--- src/rtl/ama_riscv_fetch.sv ---
// ============================================================================
// Module   : ama_riscv_fetch
// Brief    : Instruction fetch unit. Owns the fetch PC, issues word requests
//            to instruction memory, buffers {inst, pc} responses in a small
//            FIFO and hands them to decode over a valid/ready handshake.
//            Redirects (flush) discard buffered and in-flight instructions.
//            Optional macro FETCH_PERF_CNT_EN adds the stall_cnt counter.
// Revision : 1.0 - initial release
// ============================================================================
`default_nettype none

module ama_riscv_fetch #(
  parameter logic [31:0] RESET_VEC  = 32'h4000_0000,
  parameter int          FIFO_DEPTH = 2
) (
  input  logic        clk,
  input  logic        rst,
  output logic        imem_req,
  output logic [31:0] imem_addr,
  input  logic        imem_rdy,
  input  logic        imem_rsp_valid,
  input  logic [31:0] imem_rsp_data,
  output logic [31:0] inst_dec,
  output logic [31:0] pc_dec,
  output logic        inst_valid,
  input  logic        dec_ready,
  input  logic        flush,
  input  logic [31:0] flush_pc
`ifdef FETCH_PERF_CNT_EN
  ,
  output logic [31:0] stall_cnt
`endif
);

  localparam int          AW      = (FIFO_DEPTH > 1) ? $clog2(FIFO_DEPTH) : 1;
  localparam int          CW      = AW + 2;
  localparam logic [31:0] NOP     = 32'h0000_0013;
  localparam logic [CW-1:0] DEPTH_C = CW'(FIFO_DEPTH);

  logic [31:0]   pc;
  logic [31:0]   req_pc;      // address of the request currently in flight
  logic [31:0]   last_pc;     // last PC shown to decode, held while empty
  logic          inflight;
  logic          drop;
  logic [CW-1:0] count;
  logic [AW-1:0] wr_ptr;
  logic [AW-1:0] rd_ptr;
  logic [31:0]   fifo_inst [FIFO_DEPTH];
  logic [31:0]   fifo_pc   [FIFO_DEPTH];

  logic          pop;
  logic          push;
  logic          accept;
  logic [CW-1:0] occupancy;

  // Credit check, request issue and decode-side view of the FIFO head
  always_comb begin
    inst_valid = (count != '0);
    pop        = inst_valid && dec_ready;
    // Entries already held plus the one that may land next cycle, minus the
    // one leaving now: a request is only sent if its response has a slot.
    occupancy  = count + CW'(inflight) - CW'(pop);
    imem_req   = !rst && !flush && (occupancy < DEPTH_C);
    imem_addr  = pc;
    accept     = imem_req && imem_rdy;
    // Responses only count if they belong to a live request; this also
    // discards anything returned for a request that was cut off by reset.
    push       = imem_rsp_valid && inflight && !drop && !flush;
    inst_dec   = inst_valid ? fifo_inst[rd_ptr] : NOP;
    pc_dec     = inst_valid ? fifo_pc[rd_ptr]   : last_pc;
  end

  // Fetch PC, in-flight tracking and stale-response drop flag
  always_ff @(posedge clk or posedge rst) begin
    if (rst) begin
      pc       <= RESET_VEC;
      req_pc   <= '0;
      inflight <= 1'b0;
      drop     <= 1'b0;
    end else begin
      inflight <= accept;
      drop     <= flush && inflight;
      if (accept) begin
        req_pc <= pc;
      end
      if (flush) begin
        pc <= {flush_pc[31:2], 2'b00};
      end else if (accept) begin
        pc <= pc + 32'd4;
      end
    end
  end

  // FIFO pointers and occupancy; a flush empties the buffer outright
  always_ff @(posedge clk or posedge rst) begin
    if (rst) begin
      wr_ptr <= '0;
      rd_ptr <= '0;
      count  <= '0;
    end else if (flush) begin
      wr_ptr <= '0;
      rd_ptr <= '0;
      count  <= '0;
    end else begin
      if (push) begin
        wr_ptr <= wr_ptr + AW'(1);
      end
      if (pop) begin
        rd_ptr <= rd_ptr + AW'(1);
      end
      count <= count + CW'(push) - CW'(pop);
    end
  end

  // FIFO storage: data and the exact address it was fetched from
  always_ff @(posedge clk) begin
    if (push) begin
      fifo_inst[wr_ptr] <= imem_rsp_data;
      fifo_pc[wr_ptr]   <= req_pc;
    end
  end

  // Remember the last presented PC so pc_dec holds while the FIFO is empty
  always_ff @(posedge clk or posedge rst) begin
    if (rst) begin
      last_pc <= '0;
    end else if (inst_valid) begin
      last_pc <= fifo_pc[rd_ptr];
    end
  end

`ifdef FETCH_PERF_CNT_EN
  // Cycles where decode wanted an instruction but fetch had none to give
  always_ff @(posedge clk or posedge rst) begin
    if (rst) begin
      stall_cnt <= '0;
    end else if (dec_ready && !inst_valid && !flush) begin
      stall_cnt <= stall_cnt + 32'd1;
    end
  end
`endif

  // The credit rule makes a push into a full FIFO unreachable
  a_no_push_when_full : assert property (@(posedge clk) disable iff (rst)
    !(push && (count == DEPTH_C)));

endmodule

`default_nettype wire

--- config.mk ---
export PLATFORM = sky130hd
export DESIGN_NAME = ama_riscv_fetch
export DESIGN_NICKNAME = d
export VERILOG_FILES = /design/src/rtl/ama_riscv_fetch.sv
export SDC_FILE = /design/constraint.sdc
export NUM_CORES = 1
export LEC_CHECK = 0
export CAP_MARGIN = 20
export CORE_MARGIN = 1
export CORE_UTILIZATION = 40
export CTS_BUF_LIST = sky130_fd_sc_hd__clkbuf_4 sky130_fd_sc_hd__clkbuf_8
export DETAILED_ROUTE_END_ITERATION = 8
export DONT_BUFFER_PORTS = 1
export GPL_ROUTABILITY_DRIVEN = 0
export PLACE_DENSITY_LB_ADDON = 0.05
export SLEW_MARGIN = 20
export SYNTH_ARGS = -nofsm -noshare
export SYNTH_HDL_FRONTEND = slang
export SYNTH_SLANG_ARGS = --single-unit
--- constraint.sdc ---
create_clock -name clk -period 9.66 [get_ports clk]
set_input_delay 1.449 -clock clk [delete_from_list [all_inputs] [get_ports clk]]
set_output_delay 1.449 -clock clk [all_outputs]
set_load 0.01 [all_outputs]
# == Word level (Yosys, flattened, before mapping) ==
# Memory sizes are Yosys's and may differ from the RTL's.
# Cells that the tools add are included.
# totals
mem_bits_rw,128
word_cells,44
latchBits,0
ff_bits,103
in_bits,70
n_memories,2
out_inout_bits,98
rom_bits,0
# op_classes
n_bitwise,0
mul,0
n_reduce_logical,15
div,0
magnitude_cmp,1
eq_ne,0
n_addsub,7
shifts,0
muxes,11
# memory_table
memory,words,word_bits,read_ports,rd_ports_with_merged_regs,write_ports,line_no,source
fifo_inst,2,32,1,0,1,48,logic [31:0] fifo_inst [FIFO_DEPTH];
fifo_pc,2,32,1,0,1,49,logic [31:0] fifo_pc [FIFO_DEPTH];
# ops
cell,count
$mux 32,4
$add 32x3->32 const B,1
$logic_and 1x1->1,8
$add 3x1->3,2
$mux 1,6
$reduce_bool 2->1,3
$sub 3x1->3,2
$logic_not 1->1,3
$lt 3x2->1 const B,1
$mux 3,1
$reduce_bool 3->1,1
$add 1x1->1 const B,2

# == Logic depth before layout (Yosys ltp) ==
# logic_depth
depth_word,8
ltp_mapped,14
depth_no_buf,12

# == Least setup slack after synthesis ==
# OpenSTA, ideal clock, no wires.
# synth_path
path_kind,input -> register
startpoint,input port flush
endpoint,"memory fifo_inst[0][0], enable pin"
path_buffers,1
setup_slack_ns,4.711
setup_time_ns,0.482
arrival_ns,4.467
t_required_ns,9.178
path_stages,4
cell_sequence,clkbuf_1 -> inv_1 -> nand2b_1 -> nor2_1
# synth_between
elab_chain_len,4
# synth_lines
element,line_no,source
"start, declared",27,"input logic flush,"
$logic_not 1->1,68,push = imem_rsp_valid && inflight && !drop && !flush;
$logic_and 1x1->1,68,
$mux 1,117,if (push) begin
$mux 1 (implied by the code),118,fifo_inst[wr_ptr] <= imem_rsp_data;
"end, declared",48,
# Every way passes these cells.

# == Final worst setup path ==
# layout_path
startpoint,register count[1]
endpoint,output port imem_req
# layout_between
elab_chain_len,5
word_cells_on_any_way,6
classes_between,2 x add/sub; 1 x order compare; 3 x reduce/logical
# layout_lines
element,line_no,source
"start, declared",45,logic [CW-1:0] count;
"start signal, assigned",111,count <= count + CW'(push) - CW'(pop);
$reduce_bool 3->1,58,inst_valid = (count != '0);
net inst_valid,25,"output logic inst_valid,"
$logic_and 1x1->1,59,pop = inst_valid && dec_ready;
$sub 3x1->3,62,occupancy = count + CW'(inflight) - CW'(pop);
$lt 3x2->1,63,imem_req = !rst && !flush && (occupancy < DEPTH_C);
$logic_and 1x1->1,63,
"end, declared",18,"output logic imem_req,"
# The timed path passes the listed nets, and every way through them passes these cells.

==> flow_summary.toml <==
[yosys]
synth_edf_count = 124
async_reset_ff_frac = 0.444
synthMuxAreaShare = 0.0687
synth_area_um2 = 9040
synth.top_cells.by_count = "nand2_1, edfxtp_1, dfrtp_1"
ys_ff_latch = 223
synth_xor_area_frac = 0.0181
synth_area_leader_cell = "edfxtp_1"
synth-seq-area-share = 0.686
synth_top_family_by_area = "simple AND/OR/NAND/NOR gates"
synth_cells = 701
synth_compound_gate_area_share = 0.0568
syn_avg_cell_area_um2 = 12.9
synth-simple-area-share = 0.139
yosysWarnings = 0
synth_adder_area_share = 0.00720
ys_types = 57
ys_top_cells_by_area = "edfxtp_1, dfrtp_1, mux2i_1"
synth_top_area_frac = 0.412
synthFlopType = "edfxtp_1"
synth_most_common_cell = "nand2_1"

[floorplanning]
fp.dieW_um = 152
num_io_pins = 168
std_cell_rows = 54
dieArea_um2 = 23200
core_region_area_um2 = 22000
dieHeight_um = 152
initial_core_util = 0.412

[clocking]
ctsResizeCount = 0
numCtsBuffers = 39
cts_tree = "yes"
cts_setup_buffers = 0
clk_pin_slew_ns = 0.06
cts_max_path_buffers = 3
h-tree-depth = 2
cts-root-buf = "clkbuf_8"
cts_hold_buf = 0
cts_sinks = 223
insertion_delay_ns = 0.51

[setup_path]
crit_family = "simple AND/OR/NAND/NOR gates"
slowest_stage = "buf_4"
r2r_end = "imem_addr[5]"
worstSetupPathType = "reg2out"
cp.arrival_ns = 3.75
crit_path_cell_trace = "nor3_2 -> buf_4 -> inv_1 -> nand2_1 -> nor2_1 -> fa_1 -> nor3b_1 -> and2_1"
worstSetupEndpointType = "primary output"
r2r_slack_ns = 4.79
crit_required_ns = 8.21
critPathBufInv = 2
cpPeakStageDelay_ns = 0.64
start_kind = "flip-flop"
r2r-start = "count[1]"
ff2ff_path_depth = 12
critPathMaxFanout = 92

[grt]
antenna_found_initial = 0
grt_overflow = 0
grt_pass1_vias = 5522
grt_first_pass_wirelength_mm = 31.1
track_usage = 0.169
grt_max_degree = 93

[place]
pre_cts_slack_ns = 4.70
io_buffers = 0
dp_hpwl_mm = 11.8

[routing]
vias = 5291
drc = 13
firstDrtPassIters = 7
routed_wl_mm = 19.1
antenna_left = 0
drt_iter0_markers = 326
viasPerCell = 5.18
wl_per_cell_um = 18.7

[sta]
worst_slack_ns = 4.46
drv_slew = 0
rsz0062_at_grt = "no"
fin_crit_sh = 0.538
relSlewSlack = 0.382
timing.setup.tns_ns = 0
finalSetupViolCount = 0
clock.fmax_mhz = 192
finClkSkew_ns = 0.0209
period_needed_ns = 5.20
tightest_slew_ns = 0.928
hold_viol = 0

[hold_path]
hold_depth = 0
hp-class = "reg2reg"
hold_start = "req_pc[25]"
hold_end = "fifo_pc[1][25]"

[cells_and_area]
num_antenna_cells = 0
fin_nets = 785
fill_cells = 1995
multiInputGateArea_um2 = 2640
area_growth_pct = 12.0
seq_area_um2 = 6210
drive_gt1_frac = 0.126

[power]
vdd_ir_drop_max_uv = 177
p_leak_uw = 0.00388
powerDensity_nw_per_um2 = 294
total_power_uw = 2970

[status]
outcome = "finished, violations left"
violations = "DRC"

[flow_run]
maxCapViolations = 0
## per-stage QoR
stage               std cells  hold WS, ns  instance area [um^2]  utilization
global route             1021        0.485                 10100        0.461
global placement          950        0.453                  9270        0.422
detailed placement        950        0.457                  9270        0.422
floorplan                 702        0.442                  9040            -
finish                   1021        0.468                 10100        0.461
CTS                      1021        0.469                 10100        0.461
## metal layers
| metal | GRT usage | wire length, um | part of all wire |
|---|---|---|---|
| met1 | 0.216 | 8090 | 0.42 |
| met4 | 0.0598 | 402 | 0.021 |
| met5 | 0 | 0 | 0 |
| met3 | 0.0836 | 2290 | 0.12 |
| met2 | 0.249 | 8360 | 0.44 |
## sequential cells by signal, indices dropped and copies added (netlist names)
register	flops
count	3
drop	1
fifo_inst	64
fifo_pc	60
imem_addr	30
inflight	1
last_pc	32
rd_ptr	1
req_pc	30
wr_ptr	1
## cells by family (layout without fill, tap and decap cells)
| logic type | count (synthesis) | after routing |
|---|---|---|
| XOR/XNOR | 17 | 17 |
| other | 1 | 2 |
| buffers and inverters | 45 | 84 |
| multiplexers | 62 | 62 |
| flip-flops | 223 | 223 |
| AO/OA/AOI/OAI | 84 | 84 |
| adder cells (fa/ha/maj) | 4 | 4 |
| AND/OR/NAND/NOR | 265 | 265 |
## power breakdown
| part | switching (uW) | internal, uW | leakage [uW] |
|---|---|---|---|
| logic | 520 | 218 | 0.00107 |
| registers | 126 | 1200 | 0.00236 |
| clock network | 366 | 541 | 0.000454 |
## layout by cell type, fill, tap and decap left out, drive strengths merged, types with 4 or more instances in the layout
cell	n
nor3	5
o21ai	52
mux2i	62
nor3b	4
buf	5
and3	4
xnor2	6
nand4	9
clkbuf	63
xor2	10
nand2	155
inv	8
and2	9
clkinv	7
nand3	18
o311ai	7
nor2	44
dfrtp	98
a221o	4
nor2b	4
edfxtp	124
nor4	5
## how the worst max path moves through the flow
stage	end	start	depth (start not counted)
after floorplan	fifo_inst[0][0]	flush	4
after CTS	imem_req	count[1]	8
after global routing	imem_req	count[1]	8
after global placement	imem_addr[5]	count[1]	12
after detailed placement	imem_addr[5]	count[1]	12
final	imem_req	count[1]	8
## layout make-up
cell class                      count  area share
Sequential cell                   223       0.613
Multi-Input combinational cell    434       0.261
Clock buffer                       63      0.0776
Tap cell                          280      0.0346
Clock inverter                      8     0.00606
Timing Repair Buffer                5     0.00445
Inverter                            8     0.00321
No activity file was read; power rests on OpenSTA's default activity.
==> edit: new RTL, same flow settings <==
Change the parameter `RESET_VEC` from 32'h4000_0000 to 32'h30000000.
--- a/src/rtl/ama_riscv_fetch.sv
+++ b/src/rtl/ama_riscv_fetch.sv
@@ -11,5 +11,5 @@
 
 module ama_riscv_fetch #(
-  parameter logic [31:0] RESET_VEC  = 32'h4000_0000,
+  parameter logic [31:0] RESET_VEC  = 32'h30000000,
   parameter int          FIFO_DEPTH = 2
 ) (
Function: changed (a bounded check fails within 4 cycles, from zero or initial values and one cycle with rst high).
==> edit against the original RTL <==
The flow still finishes with violations (DRC). Global-route usage up 0.18 points. Combinational power decreased by 4.3%. Maximum frequency down 0.50%. Synthesized area about the same. Clock skew fell by 0.0065 ns. Wire length increased by 1.6%. Total power down 1.4%. Setup slack got worse by 0.026 ns. Sequential cell count is the same. Sequential share of layout area up 0.47 points. Non-clock buffer count stayed put. Via count did not move. Cell area fell by 0.74%. Largest cell class unchanged. Largest power group unchanged.
==> edit: results (changes against the original RTL) <==
total power: 0.002929 W (-1.4%)
hold_ws: 0.4682 ns (-0.00008100 ns)
DRC: 14 (+1)
sequential share of cell area: 0.6178 (+0.004707)
skew final: 0.01434 ns (-0.006545 ns)
final cell count without fillers: 1020 (-0.098%)
Clock Latency Late Sink: 0.53 ns (+0.02 ns)
share of layout cells above drive strength 1: 0.1149 (-0.01064)
met2 Use GR: 0.2550 (+0.006364)
reg2reg path depth: 12 (unchanged)
P_leak: 3.830 nW (-1.3%)
Clock buffer cells: 50 (-21%)
VDD IR-drop max: 0.1621 mV (-8.4%)
M3 GR Usage: 0.07224 (-0.01138)
DRT iter0 DRCs: 245 (-25%)
max incr delay on CP: 0.67 ns (+0.03 ns)
met1 WL: 8326 um (+2.9%)
post-DP HPWL: 12150 um (+2.6%)
Placement Setup Slack: 4.640 ns (-0.05788 ns)
drt via density: 5.187 (about the same)
switching part of the total: 0.3515 (+0.01100)
WL met3: 2041 um (-11%)
Synth area leaders: edfxtp_1 (41%), dfrtp_1 (27%), mux2i_1 (6.9%)
Post-CTS Setup Bufs: 0 (unchanged)
Reg2Reg Setup Slack: 4.75 ns (-0.04 ns)
status: finished with violations
fraction of area in clock buffers and inverters: 0.07746 (-0.006224)
slew margin rel.: 0.4048 (+0.02316)
Synth-to-Final Area Change: 11.14%
clk root buf: clkbuf_8
drt pass-1 iters: 8 (+1)
end of the worst hold path: fifo_pc[0][25]$_DFFE_PP_
non-clk buf share: 0.003736 (-0.0007139)
Cell Area, Placed: 9269 um2 (about the same)
Max-area cell class: flip-flops and latches
vias in the first global route: 5343 (-3.2%)
sequential power share: 0.467 (+0.020)
Gate power share: 0.241 (-0.007)
Post-synth EDFFs: 124 (unchanged)
final worst path period need: 5.226 ns (+0.02592 ns)
GRT Util Overall: 0.1711 (+0.001839)
post-DR wirelength/cell: 19.07 um (+1.7%)
# fillers: 2028 (+1.7%)
Inst Count DP: 950 (unchanged)
M1 GR Usage: 0.2248 (+0.008696)
WP data arrival: 3.78 ns (+0.03 ns)
top cells by count, synth: nand2_1 (155), edfxtp_1 (124), dfrtp_1 (97)
failing checks: DRC
first-pass GRT wire length: 30920 um (-0.51%)
Syn Area/Cell: 12.90 um2 (about the same)
# Taps: 280 (unchanged)
-- edit: logic make-up (layout without fill, tap and decap cells) --
kind of cell / Yosys count / in the layout / share of synthesized area
AND/OR/NAND/NOR: 265 / 265 / 0.1391
flip-flops: 223 / 223 / 0.6862
AO/OA/AOI/OAI: 84 / 84 / 0.05675
multiplexers: 62 / 62 / 0.06865
buffers and inverters: 45 / 83 / 0.02353
XOR/XNOR: 17 / 17 / 0.01813
adder cells (fa/ha/maj): 4 / 4 / 0.007197
other: 1 / 2 / 0.0004148
-- edit: worst max path at each step --
stage	start	endpoint	cells past startpoint
after floorplan	flush	fifo_inst[0][0]$_DFFE_PP_	4
after global placement	count[1]$_DFF_PP0_	imem_addr[5]$_DFFE_PP0P_	12
after detailed placement	count[1]$_DFF_PP0_	imem_addr[5]$_DFFE_PP0P_	12
after CTS	count[1]$_DFF_PP0_	imem_req	8
after global routing	count[1]$_DFF_PP0_	imem_req	8
final	count[1]$_DFF_PP0_	imem_req	8
